## config.mk

```make
export PLATFORM = sky130hd
export DESIGN_NAME = typer_char_sequencer
export DESIGN_NICKNAME = d
export VERILOG_FILES = /design/src/rtl/typer_char_sequencer.sv
export SDC_FILE = /design/constraint.sdc
export NUM_CORES = 1
export LEC_CHECK = 0
export ABC_AREA = 1
export CAP_MARGIN = 20
export CORE_MARGIN = 2
export CORE_UTILIZATION = 43
export CTS_CLUSTER_DIAMETER = 80
export DETAILED_ROUTE_END_ITERATION = 6
export MAX_ROUTING_LAYER = met4
export PLACE_DENSITY_LB_ADDON = 0.05
export REMOVE_ABC_BUFFERS = 1
export SYNTH_ARGS = -nofsm -noshare
export SYNTH_HDL_FRONTEND = slang
export SYNTH_SLANG_ARGS = --single-unit
export TNS_END_PERCENT = 5
```

## constraint.sdc

```tcl
create_clock -name clock -period 4 [get_ports clock]
set_input_delay 0.8 -clock clock [delete_from_list [all_inputs] [get_ports clock]]
set_output_delay 0.8 -clock clock [all_outputs]
set_load 0.005 [all_outputs]
```

## src/rtl/typer_char_sequencer.sv

```systemverilog
// Byte-stream front end for the VGA text typer: FIFO, control-code decode, cursor, one write per glyph.
// Optional TYPER_CLEAR_EN: form feed (0x0C) blanks every cell row-major and homes the cursor.
module typer_char_sequencer #(
  parameter int unsigned NUM_COLS   = 80,
  parameter int unsigned NUM_ROWS   = 60,
  parameter int unsigned FIFO_DEPTH = 16
) (
  input  logic       clock,
  input  logic       iRST_n,
  input  logic [7:0] char_in,
  input  logic       char_valid,
  output logic       char_ready,
  output logic [7:0] row_num,
  output logic [7:0] col_num,
  output logic [7:0] character_input,
  output logic       start_writing_character,
  input  logic       finished_saving_char,
  output logic [7:0] cursor_row,
  output logic [7:0] cursor_col,
  output logic       busy
);

  localparam int unsigned PTR_W = (FIFO_DEPTH > 1) ? $clog2(FIFO_DEPTH) : 1;
  localparam int unsigned CNT_W = PTR_W + 1;
  localparam logic [CNT_W-1:0] CNT_FULL = CNT_W'(FIFO_DEPTH);
  localparam logic [7:0] COL_LAST = 8'(NUM_COLS - 1);
  localparam logic [7:0] ROW_LAST = 8'(NUM_ROWS - 1);
  localparam logic [7:0] CH_SPACE = 8'h20;

  typedef enum logic [2:0] {
    S_IDLE,
    S_DECODE,
    S_ISSUE,
`ifdef TYPER_CLEAR_EN
    S_CLEAR_ISSUE,
    S_CLEAR_WAIT,
`endif
    S_WAIT
  } state_t;

  state_t           state_q, state_d;
  logic [7:0]       mem_q [FIFO_DEPTH];
  logic [PTR_W-1:0] wr_ptr_q, wr_ptr_d, rd_ptr_q, rd_ptr_d;
  logic [CNT_W-1:0] count_q, count_d;
  logic             full_q, full_d;
  logic [7:0]       byte_q, byte_d;
  logic [7:0]       row_num_q, row_num_d, col_num_q, col_num_d, char_q, char_d;
  logic             start_q, start_d;
  logic             print_q, print_d;
  logic [7:0]       cur_row_q, cur_row_d, cur_col_q, cur_col_d;
  logic             busy_q, busy_d;
  logic             push, pop;

  function automatic logic [7:0] row_inc(input logic [7:0] r);
    return (r == ROW_LAST) ? 8'd0 : r + 8'd1;
  endfunction

  // FIFO bookkeeping
  always_comb begin
    push     = char_valid && !full_q;
    pop      = (state_q == S_IDLE) && (count_q != '0);
    wr_ptr_d = push ? wr_ptr_q + PTR_W'(1) : wr_ptr_q;
    rd_ptr_d = pop ? rd_ptr_q + PTR_W'(1) : rd_ptr_q;
    count_d  = count_q;
    if (push && !pop)      count_d = count_q + CNT_W'(1);
    else if (pop && !push) count_d = count_q - CNT_W'(1);
    full_d   = (count_d == CNT_FULL);
  end

  // Decode, cursor and typer handshake
  always_comb begin
    state_d   = state_q;
    byte_d    = pop ? mem_q[rd_ptr_q] : byte_q;
    row_num_d = row_num_q;
    col_num_d = col_num_q;
    char_d    = char_q;
    print_d   = print_q;
    cur_row_d = cur_row_q;
    cur_col_d = cur_col_q;

    case (state_q)
      S_IDLE: if (pop) state_d = S_DECODE;
      S_DECODE: begin
        state_d = S_IDLE;
        if (byte_q >= 8'h20 && byte_q <= 8'h7E) begin
          row_num_d = cur_row_q;
          col_num_d = cur_col_q;
          char_d    = byte_q;
          print_d   = 1'b1;
          state_d   = S_ISSUE;
        end else if (byte_q == 8'h0A || byte_q == 8'h0D) begin
          cur_col_d = 8'd0;
          cur_row_d = row_inc(cur_row_q);
        end else if (byte_q == 8'h08) begin
          // Backspace moves first, then blanks the cell it landed on
          if (cur_col_q != 8'd0) begin
            cur_col_d = cur_col_q - 8'd1;
            row_num_d = cur_row_q;
            col_num_d = cur_col_q - 8'd1;
            char_d    = CH_SPACE;
            print_d   = 1'b0;
            state_d   = S_ISSUE;
          end else if (cur_row_q != 8'd0) begin
            cur_row_d = cur_row_q - 8'd1;
            cur_col_d = COL_LAST;
            row_num_d = cur_row_q - 8'd1;
            col_num_d = COL_LAST;
            char_d    = CH_SPACE;
            print_d   = 1'b0;
            state_d   = S_ISSUE;
          end
`ifdef TYPER_CLEAR_EN
        end else if (byte_q == 8'h0C) begin
          row_num_d = 8'd0;
          col_num_d = 8'd0;
          char_d    = CH_SPACE;
          print_d   = 1'b0;
          state_d   = S_CLEAR_ISSUE;
`endif
        end
      end
      S_ISSUE: state_d = S_WAIT;
      S_WAIT: begin
        if (finished_saving_char) begin
          if (print_q) begin
            if (cur_col_q == COL_LAST) begin
              cur_col_d = 8'd0;
              cur_row_d = row_inc(cur_row_q);
            end else begin
              cur_col_d = cur_col_q + 8'd1;
            end
          end
          state_d = S_IDLE;
        end
      end
`ifdef TYPER_CLEAR_EN
      S_CLEAR_ISSUE: state_d = S_CLEAR_WAIT;
      // Target registers double as the clear sweep position
      S_CLEAR_WAIT: begin
        if (finished_saving_char) begin
          if (row_num_q == ROW_LAST && col_num_q == COL_LAST) begin
            cur_row_d = 8'd0;
            cur_col_d = 8'd0;
            state_d   = S_IDLE;
          end else begin
            if (col_num_q == COL_LAST) begin
              col_num_d = 8'd0;
              row_num_d = row_num_q + 8'd1;
            end else begin
              col_num_d = col_num_q + 8'd1;
            end
            state_d = S_CLEAR_ISSUE;
          end
        end
      end
`endif
      default: state_d = S_IDLE;
    endcase

`ifdef TYPER_CLEAR_EN
    start_d = (state_d == S_ISSUE) || (state_d == S_CLEAR_ISSUE);
`else
    start_d = (state_d == S_ISSUE);
`endif
    busy_d = (state_d != S_IDLE) || (count_d != '0);
  end

  // Byte storage needs no reset; occupancy lives in count_q
  always_ff @(posedge clock) begin
    if (push) mem_q[wr_ptr_q] <= char_in;
  end

  always_ff @(posedge clock or negedge iRST_n) begin
    if (!iRST_n) begin
      state_q   <= S_IDLE;
      wr_ptr_q  <= '0;
      rd_ptr_q  <= '0;
      count_q   <= '0;
      full_q    <= 1'b0;
      byte_q    <= 8'd0;
      row_num_q <= 8'd0;
      col_num_q <= 8'd0;
      char_q    <= 8'd0;
      start_q   <= 1'b0;
      print_q   <= 1'b0;
      cur_row_q <= 8'd0;
      cur_col_q <= 8'd0;
      busy_q    <= 1'b0;
    end else begin
      state_q   <= state_d;
      wr_ptr_q  <= wr_ptr_d;
      rd_ptr_q  <= rd_ptr_d;
      count_q   <= count_d;
      full_q    <= full_d;
      byte_q    <= byte_d;
      row_num_q <= row_num_d;
      col_num_q <= col_num_d;
      char_q    <= char_d;
      start_q   <= start_d;
      print_q   <= print_d;
      cur_row_q <= cur_row_d;
      cur_col_q <= cur_col_d;
      busy_q    <= busy_d;
    end
  end

  assign char_ready              = ~full_q;
  assign row_num                 = row_num_q;
  assign col_num                 = col_num_q;
  assign character_input         = char_q;
  assign start_writing_character = start_q;
  assign cursor_row              = cur_row_q;
  assign cursor_col              = cur_col_q;
  assign busy                    = busy_q;

endmodule

```

==> summary.txt, run 1 <==
Status
  – Status: completed

Finish
  – Area added between synthesis and finish: 14.1%
  – Layout Nets: between 900 and 1000
  – FF/Latch Area: 5550 um^2
  – Multi-input logic area: 3140 um^2
  – Design area: 10400 um^2
  – N_diodes: 0
  – FILL cells: 1933
  – Layout cells sized above 1: 0.0661

Synthesis
  – Netlist cell types: 34
  – Syn avg cell area: 9.90 um^2
  – Synth area leader: edfxtp_1
  – Synth Cell Area: ~9100 um^2
  – Cells after Synth: 920
  – Post-synth EDFFs: 128
  – Most frequent cell after synthesis: nand2_1
  – Share of synthesized registers carrying an async set or reset: 0.347
  – Top post-synthesis cells by count: nand2_1 (177), nor2_1 (151), edfxtp_1 (128), o21ai_0 (98), dfrtp_1 (68)
  – Synth area leaders: edfxtp_1 (42%), dfrtp_1 (19%), nand2_1 (7.3%)
  – Register area share after synthesis: 0.609
  – Ys Warns: 0
  – Count of state elements after synthesis: just under 200
  – Yosys top cell area share: 0.422
  – Post-synth top flop: edfxtp_1

Global routing
  – GR Util All Layers: 0.220
  – Met2 global-route usage: 0.361
  – Vias in the first global route: roughly 6400
  – Grt total ovfl: 0
  – Busiest grt layer: met2
  – GR Util met3: 0.0338
  – Largest net degree at the start of global routing: 69
  – First-pass GRT wire length: 35600 um
  – GR Util met1: 0.286
  – Antenna violations before repair: 0

Detailed routing
  – Vias per cell: 5.30
  – Vias: 6587
  – Total Wirelength: approximately 23000 um
  – Drt pass-1 iters: 5
  – Drt first-iter violations: 478
  – Drt drc: 0
  – WL/cell: 18.2 um
  – DRT antenna net count: 0

Timing
  – Final WS setup: 1.51 ns
  – Max frequency: 0.401 GHz
  – # setup viols final: 0
  – Hold Fails Final Rpt: 0
  – Final Skew: 0.00880 ns
  – Fin. max-slew vios: 0
  – Tcrit/Tclk final: 0.624
  – Worst Tran Pin Value: 1.00 ns
  – Setup TNS: 0 ns
  – Slew margin rel.: 0.331
  – RSZ-0062 raised after global routing: no
  – Tmin final: 2.49 ns

Critical path
  – Crit start category: primary input
  – CP Capture Type: flop
  – Critical Path RT: 4.08 ns
  – Critical path arrival: 2.57 ns
  – Reg2Reg Depth: 9
  – Flop-to-flop setup slack: 1.57 ns
  – Capturing point of the worst reg2reg path: col_num[6]$_DFFE_PN0P_
  – FF-to-FF Start: cursor_col[0]$_DFFE_PN0P_
  – Worst Path Max Fanout: 11
  – CP Class: in2reg

Clock network
  – CTS tree: yes
  – CTS Sinks: between 150 and 200
  – Post-CTS Resized: 0
  – Cts hold-fix bufs: 0
  – H-tree depth: 4
  – Post-CTS Setup Repair Bufs: 0
  – Clk slew on worst S/H paths: 0.07 ns
  – Clk buf depth: 2
  – Clock Latency Late Sink: 0.44 ns
  – Cts bufs inserted: 17
  – Root Buffer: clkbuf_16

Die
  – Core Box Area: 20900 um^2
  – Boundary Pins: 55
  – Initial cell density of the core: 0.436
  – Die Width: 150 um
  – Die height: 150 um
  – Die area: 22400 um^2
  – Rows: 53

Placed design
  – Setup WS pre-CTS: about 1.0 ns
  – Hpwl dp: 15700 um
  – IO Port Bufs: 54
  – GPL Wtd Cong: 0.871
  – Dpl cell area: 9820 um^2

Power
  – Pwr Density: 753 nW/um^2
  – Pleak: between 4 and 5 nW
  – Peak VDD IR: 583 uV

Flow run
  – Max Cap Viol: 0

Min path
  – Min-Delay Path Class: in2async
stage by stage:
step | hold WS, ns | std cells | power [mW] | utilization
CTS | 0.490 | 1243 | 7.88 | 0.498
global placement | 0.467 | 1213 | 6.18 | 0.470
detailed placement | 0.470 | 1213 | 6.22 | 0.470
floorplan | 0.472 | 881 | 4.94 | -
finish | 0.472 | 1243 | 7.83 | 0.498
global route | 0.520 | 1243 | 8.42 | 0.498
routing by layer:
metal  vias to the layer above  part of all wire  wire length [um]
li1                       3200                 -                 -
met1                      3203              0.44             10000
met2                       166              0.50             11300
met3                        18             0.046              1050
met4                         0             0.011               255
met5                         -                 0                 0
cells by family (layout without fill, tap and decap cells):
family / count (synthesis) / after routing / synth area share
compound gates: 173 / 173 / 0.108
simple gates: 408 / 408 / 0.191
other cells: 1 / 1 / 0.000412
xor+xnor: 27 / 27 / 0.0260
flops: 196 / 196 / 0.609
fa+ha+maj: 14 / 14 / 0.0192
buf+inv: 101 / 149 / 0.0464
power breakdown:
group          internal, mW  switching, mW
logic                  1.14           2.01
registers              2.59          0.429
clock network         0.875          0.791
total                  4.60           3.23
state kept, by name (all words and copies together), names as in the netlist:
register / flops
count_q: 5
busy: 1
cursor_col: 8
wr_ptr_q: 4
rd_ptr_q: 4
byte_q: 8
start_writing_character: 1
col_num: 8
cursor_row: 8
state_q: 3
row_num: 8
print_q: 1
mem_q: 128
full_q: 1
character_input: 8
cell usage in the layout, fill, tap and decap left out, drive strengths merged, types with 5 or more instances in the layout:
master and count:
nand3 47, nor3 5, xor2 25, clkdlybuf4s50 53
dfrtp 68, inv 67, edfxtp 128, o21ai 118
nand2 183, clkinv 5, a21oi 8, o211ai 42
clkbuf 17, nor2 163, nand4 10, ha 14
final cells by class:
type / count / area share
sequential: 196 / 0.534
clock buffer: 17 / 0.0409
tap: 275 / 0.0331
timing repair buffer: 57 / 0.0539
multi-input combinational: 623 / 0.302
inverter: 62 / 0.0226
clock inverter: 13 / 0.0137
how the worst max path moves through the flow:
stage	start	end	slack [ns]	depth (start not counted)
finish	char_valid	mem_q[3][5]$_DFFE_PP_	1.51	5
global route	cursor_col[0]$_DFFE_PN0P_	row_num[3]$_DFFE_PN0P_	1.29	9
CTS	char_valid	mem_q[3][7]$_DFFE_PP_	1.46	5
detailed placement	char_valid	mem_q[3][1]$_DFFE_PP_	1.00	5
global placement	char_valid	mem_q[3][6]$_DFFE_PP_	1.12	5
floorplan	rd_ptr_q[0]$_DFFE_PN0P_	byte_q[0]$_DFFE_PN0P_	1.14	7
worst max-delay path, cell delays in order:
cell	delay, ns
clkdlybuf4s50_1	0.45
nand2_1	0.13
inv_1	0.33
nand2_1	0.27
nor2_1	0.59
(Power assumes the default switching activity.)
==> run 2, diff against run 1 <==
==> constraint.sdc (replaced) <==
create_clock -name clock -period 2.4 [get_ports clock]
set_input_delay 0.48 -clock clock [delete_from_list [all_inputs] [get_ports clock]]
set_output_delay 0.48 -clock clock [all_outputs]
set_load 0.005 [all_outputs]
==> run 2 against run 1 <==
Net effect:
- combinational power grew 81%
- wire length increased by 2.3%
- utilization up 1.7 points
- final cell count increased by 3.2%
- clock skew barely moved
- total power up 71%
- critical path depth fell by 4
- die area unchanged
- via count grew 2.2%
- flip-flop and latch count did not move
- critical path type is now reg2out
- largest power group unchanged
==> summary.txt, run 2 (synthesized netlist as in run 1, its figures left out) <==
Status
  – Status: completed

Detailed routing
  – Drt pass-1 iters: 7
  – DRT antenna net count: 0
  – Vias per cell: ~5.2
  – Drt drc: 0
  – WL/cell: 18.0 um
  – Total Wirelength: 23100 um
  – Vias: 6732
  – Drt first-iter violations: between 500 and 600

Die
  – Die area: between 20000 and 25000 um^2
  – Boundary Pins: 55
  – Die Width: 150 um
  – Die height: 150 um
  – Rows: 53
  – Initial cell density of the core: 0.436
  – Core Box Area: 20900 um^2

Critical path
  – Critical path buffers and inverters: 1
  – Worst Path Max Fanout: 9
  – Critical Path RT: 1.92 ns
  – Crit start category: flop
  – CP cell instances: clkdlybuf4s50_1
  – CP Class: reg2out
  – CP max stage cell: dfrtp_1
  – Critical path arrival: 1.59 ns
  – Flop-to-flop setup slack: around 0.36 ns
  – CP Capture Type: output port
  – Delay-heaviest family, CP: flip-flops
  – Delay of the slowest critical-path stage: 0.58 ns

Power
  – Peak VDD IR: 1180 uV
  – Pwr Density: 1240 nW/um^2
  – Pleak: 4.26 nW

Finish
  – Layout Nets: 1022
  – Commonest cells after routing, fill and taps aside: nand2_1 (177), nor2_1 (151), edfxtp_1 (128), o21ai_0 (98), dfrtp_1 (67)
  – FILL cells: 1940
  – Area added between synthesis and finish: 17.9%
  – Multi-input logic area: 3140 um^2
  – FF/Latch Area: 5550 um^2
  – Number of non-filler instances in the completed layout: 1283
  – Layout cells sized above 1: 0.102
  – Most flop-heavy register: mem_q
  – Design area: 10700 um^2
  – N_diodes: 0
  – Max reg flops: 128
  – Commonest non-fill, non-tap cell in the layout: nand2_1

Placed design
  – IO Port Bufs: 54
  – Hpwl dp: 16000 um
  – Dpl cell area: 10200 um^2
  – Placed insts: 1252
  – GPL Wtd Cong: slightly above 0.9

Timing
  – Tcrit/Tclk final: 0.863
  – # setup viols final: 0
  – RSZ-0062 raised after global routing: no
  – Slew margin rel.: 0.439
  – Hold Fails Final Rpt: 0
  – Max frequency: approximately 0.48 GHz
  – Final Skew: 0.00904 ns
  – Fin. max-slew vios: 0
  – Worst Tran Pin Value: 0.841 ns
  – Tmin final: 2.07 ns

Clock network
  – H-tree depth: 4
  – Clk slew on worst S/H paths: roughly 0.07 ns
  – Root Buffer: clkbuf_16
  – Cts bufs inserted: 17
  – Post-CTS Resized: 0
  – Cts hold-fix bufs: 0
  – Post-CTS Setup Repair Bufs: 0
  – CTS Sinks: 196
  – Clock Latency Late Sink: approximately 0.43 ns
  – CTS tree: yes
  – Clk buf depth: 2

Global routing
  – Largest net degree at the start of global routing: 68
  – First-pass GRT wire length: 36100 um
  – Vias in the first global route: 6618
  – Grt total ovfl: 0
  – Antenna violations before repair: 0
  – GR Util All Layers: 0.222

Flow run
  – Max Cap Viol: 0

Min path
  – Min-Delay Path Class: in2async
## run 2: worst reg2reg max path, stage by stage (launching register included)
cell	delay, ns
dfrtp_1	0.53
inv_1	0.13
ha_1	0.22
nand2_1	0.10
nor2_4	0.07
nand3_1	0.10
nand3_2	0.20
inv_2	0.32
o211ai_1	0.21
nand2_1	0.09
## run 2: layout make-up
class / instances / area share
Clock buffer: 18 / 0.0400
Timing Repair Buffer: 96 / 0.0841
Clock inverter: 13 / 0.0134
Tap cell: 275 / 0.0320
Multi-Input combinational cell: 623 / 0.292
Inverter: 62 / 0.0219
Sequential cell: 196 / 0.516
## run 2: per-stage QoR
| step | hold slack (ns) | TNS, ns | power (mW) | utilization | setup slack (ns) |
|---|---|---|---|---|---|
| floorplan | 0.184 | -3.81 | 8.23 | - | -0.463 |
| global placement | 0.466 | 0 | 10.6 | 0.487 | 0.230 |
| detailed placement | 0.466 | 0 | 10.6 | 0.487 | 0.222 |
| CTS | 0.164 | 0 | 13.4 | 0.514 | 0.320 |
| global route | 0.194 | 0 | 14.3 | 0.514 | 0.186 |
| finish | 0.126 | 0 | 13.4 | 0.514 | 0.329 |
## run 2: metal layers
metal / track usage / routed length (um)
met1: 0.293 / 10500
met5: - / 0
met4: 0.0533 / 214
met2: 0.362 / 11400
met3: 0.0363 / 1050
## run 2: worst paths after layout
check,start,endpoint,cells after the start
max in group asynchronous,iRST_n,row_num[3]$_DFFE_PN0P_,2
worst max-delay path,cursor_col[2]$_DFFE_PN0P_,cursor_col[2],1
worst max register to register,cursor_col[0]$_DFFE_PN0P_,col_num[2]$_DFFE_PN0P_,9
min in group clock,col_num[2]$_DFFE_PN0P_,col_num[2]$_DFFE_PN0P_,2
worst min register to register,col_num[2]$_DFFE_PN0P_,col_num[2]$_DFFE_PN0P_,2
worst min-delay path,iRST_n,cursor_col[7]$_DFFE_PN0P_,1
## run 2: report_power, final
group | internal (mW) | switching [mW]
registers | 4.32 | 0.556
clock network | 1.46 | 1.34
logic | 2.10 | 3.58
total | 7.88 | 5.47
==> run 3, diff against run 2 <==
--- a/config.mk
+++ b/config.mk
@@ -7,7 +7,6 @@
 export LEC_CHECK = 0
 export ABC_AREA = 1
 export CAP_MARGIN = 20
-export CORE_MARGIN = 2
 export CORE_UTILIZATION = 43
 export CTS_CLUSTER_DIAMETER = 80
 export DETAILED_ROUTE_END_ITERATION = 6
==> run 3 against run 2 <==
Net effect:
- cell area rose by 0.16%
- clock skew rose by 0.00094 ns
- register-to-register slack improved by 0.05 ns
- sequential power rose by 1%
- critical path depth did not move
- worst setup slack improved by 0.034 ns
- first-iteration DRC count fell by 6.4%
- combinational power fell by 3.5%
- clock power rose by 11%
- sequential share of layout area fell by 0.096 points
- largest power group unchanged
- highest routed layer unchanged
==> summary.txt, run 3 (synthesized netlist as in run 1, its figures left out) <==
Critical path
  – Critical path arrival: 1.56 ns
  – FF-to-FF Start: cursor_col[0]$_DFFE_PN0P_
  – CP max stage cell: clkdlybuf4s50_1
  – Critical path buffers and inverters: 1
  – Delay-heaviest family, CP: buffers and inverters
  – CP Class: reg2out
  – Critical Path RT: 1.92 ns
  – Worst Path Max Fanout: 9
  – CP cell instances: clkdlybuf4s50_1
  – CP Capture Type: output port
  – Capturing point of the worst reg2reg path: row_num[3]$_DFFE_PN0P_
  – Crit start category: flop
  – Flop-to-flop setup slack: 0.41 ns
  – Delay of the slowest critical-path stage: 0.57 ns
  – Reg2Reg Depth: 9

Detailed routing
  – Vias per cell: 5.30
  – Drt first-iter violations: roughly 560
  – Drt drc: 0
  – Wl on met1: 11200 um
  – WL/cell: 17.8 um
  – Drt pass-1 iters: 5
  – Met2 wire length: 10100 um
  – Max Used Layer: met4
  – Vias: between 6000 and 7000
  – Total Wirelength: 22700 um
  – WL met3: 1020 um
  – DRT antenna net count: 0

Timing
  – Final WS setup: 0.362 ns
  – # setup viols final: 0
  – Max frequency: 0.491 GHz
  – Slew margin rel.: 0.569
  – Final Skew: roughly 0.01 ns
  – Tmin final: 2.04 ns
  – Hold WS: approximately 0.031 ns
  – RSZ-0062 raised after global routing: no
  – Fin. max-slew vios: 0
  – Tcrit/Tclk final: 0.849
  – Worst Tran Pin Value: 0.647 ns
  – Setup TNS: 0 ns
  – Hold Fails Final Rpt: 0

Die
  – Boundary Pins: 55
  – Die area: 21800 um^2
  – Core Box Area: between 20000 and 25000 um^2
  – Initial cell density of the core: 0.444
  – Die height: 148 um
  – Rows: between 50 and 60
  – Die Width: around 150 um

Placed design
  – Hpwl dp: 15500 um
  – Setup WS pre-CTS: 0.268 ns
  – Placed insts: approximately 1200
  – IO Port Bufs: 54
  – GPL Wtd Cong: between 0.9 and 1
  – Dpl cell area: 10100 um^2

Finish
  – N_diodes: 0
  – Max reg flops: 128
  – Commonest cells after routing, fill and taps aside: nand2_1 (177), nor2_1 (151), edfxtp_1 (128), o21ai_0 (98), dfrtp_1 (68)
  – Design area: 10800 um^2
  – Area added between synthesis and finish: 18.1%
  – Number of non-filler instances in the completed layout: 1274
  – Utilization after layout: 0.525
  – FILL cells: 1821
  – Commonest non-fill, non-tap cell in the layout: nand2_1
  – Most flop-heavy register: mem_q
  – Layout cells sized above 1: 0.0986
  – Layout Nets: 1017

Global routing
  – Antenna violations before repair: 0
  – First-pass GRT wire length: between 30000 and 40000 um
  – Grt total ovfl: 0
  – Vias in the first global route: 6499
  – GR Util All Layers: 0.227
  – Largest net degree at the start of global routing: 68

Clock network
  – Post-CTS Setup Repair Bufs: 0
  – H-tree depth: 4
  – CTS Sinks: 196
  – Cts hold-fix bufs: 0
  – Clock Latency Late Sink: approximately 0.44 ns
  – CTS tree: yes
  – Clk buf depth: 2
  – Cts bufs inserted: 17
  – Root Buffer: clkbuf_16
  – Clk slew on worst S/H paths: 0.07 ns
  – Post-CTS Resized: 0

Flow run
  – Max Cap Viol: 0

Power
  – Pwr Density: 1260 nW/um^2
  – Power Total: 13.5 mW
  – Pleak: 4.28 nW
  – Peak VDD IR: 1030 uV

Min path
  – Min-Delay Path Class: in2async

Status
  – Status: completed
==> run 3: where the power goes <==
group,internal (mW),switching (mW)
combinational,2.04,3.45
clock,1.78,1.33
sequential,4.31,0.607
==> run 3: worst max path at each step <==
stage / start / to / slack, ns / cells past startpoint
floorplan: rd_ptr_q[0]$_DFFE_PN0P_ / byte_q[0]$_DFFE_PN0P_ / -0.46 / 7
global placement: char_valid / mem_q[12][1]$_DFFE_PP_ / 0.29 / 6
detailed placement: char_valid / full_q$_DFF_PN0_ / 0.27 / 12
CTS: cursor_row[2]$_DFFE_PN0P_ / cursor_row[2] / 0.34 / 1
global route: cursor_col[0]$_DFFE_PN0P_ / row_num[1]$_DFFE_PN0P_ / 0.20 / 9
finish: cursor_row[2]$_DFFE_PN0P_ / cursor_row[2] / 0.36 / 1
==> run 3: final cells by class <==
| class | instances | area [um^2] | area share |
|---|---|---|---|
| inverters | 62 | 235 | 0.0219 |
| multi-input cells | 623 | 3140 | 0.292 |
| clock buffers | 18 | 429 | 0.0399 |
| clock inverters | 14 | 219 | 0.0204 |
| flip-flops and latches | 196 | 5550 | 0.515 |
| well taps | 270 | 338 | 0.0314 |
| repair buffers | 91 | 853 | 0.0793 |
==> run 3: metal layers <==
layer | vias to the layer above | GRT usage
met4 | 0 | 0.0696
li1 | 3269 | -
met1 | 3284 | 0.332
met5 | - | -
met3 | 25 | 0.0336
met2 | 175 | 0.327
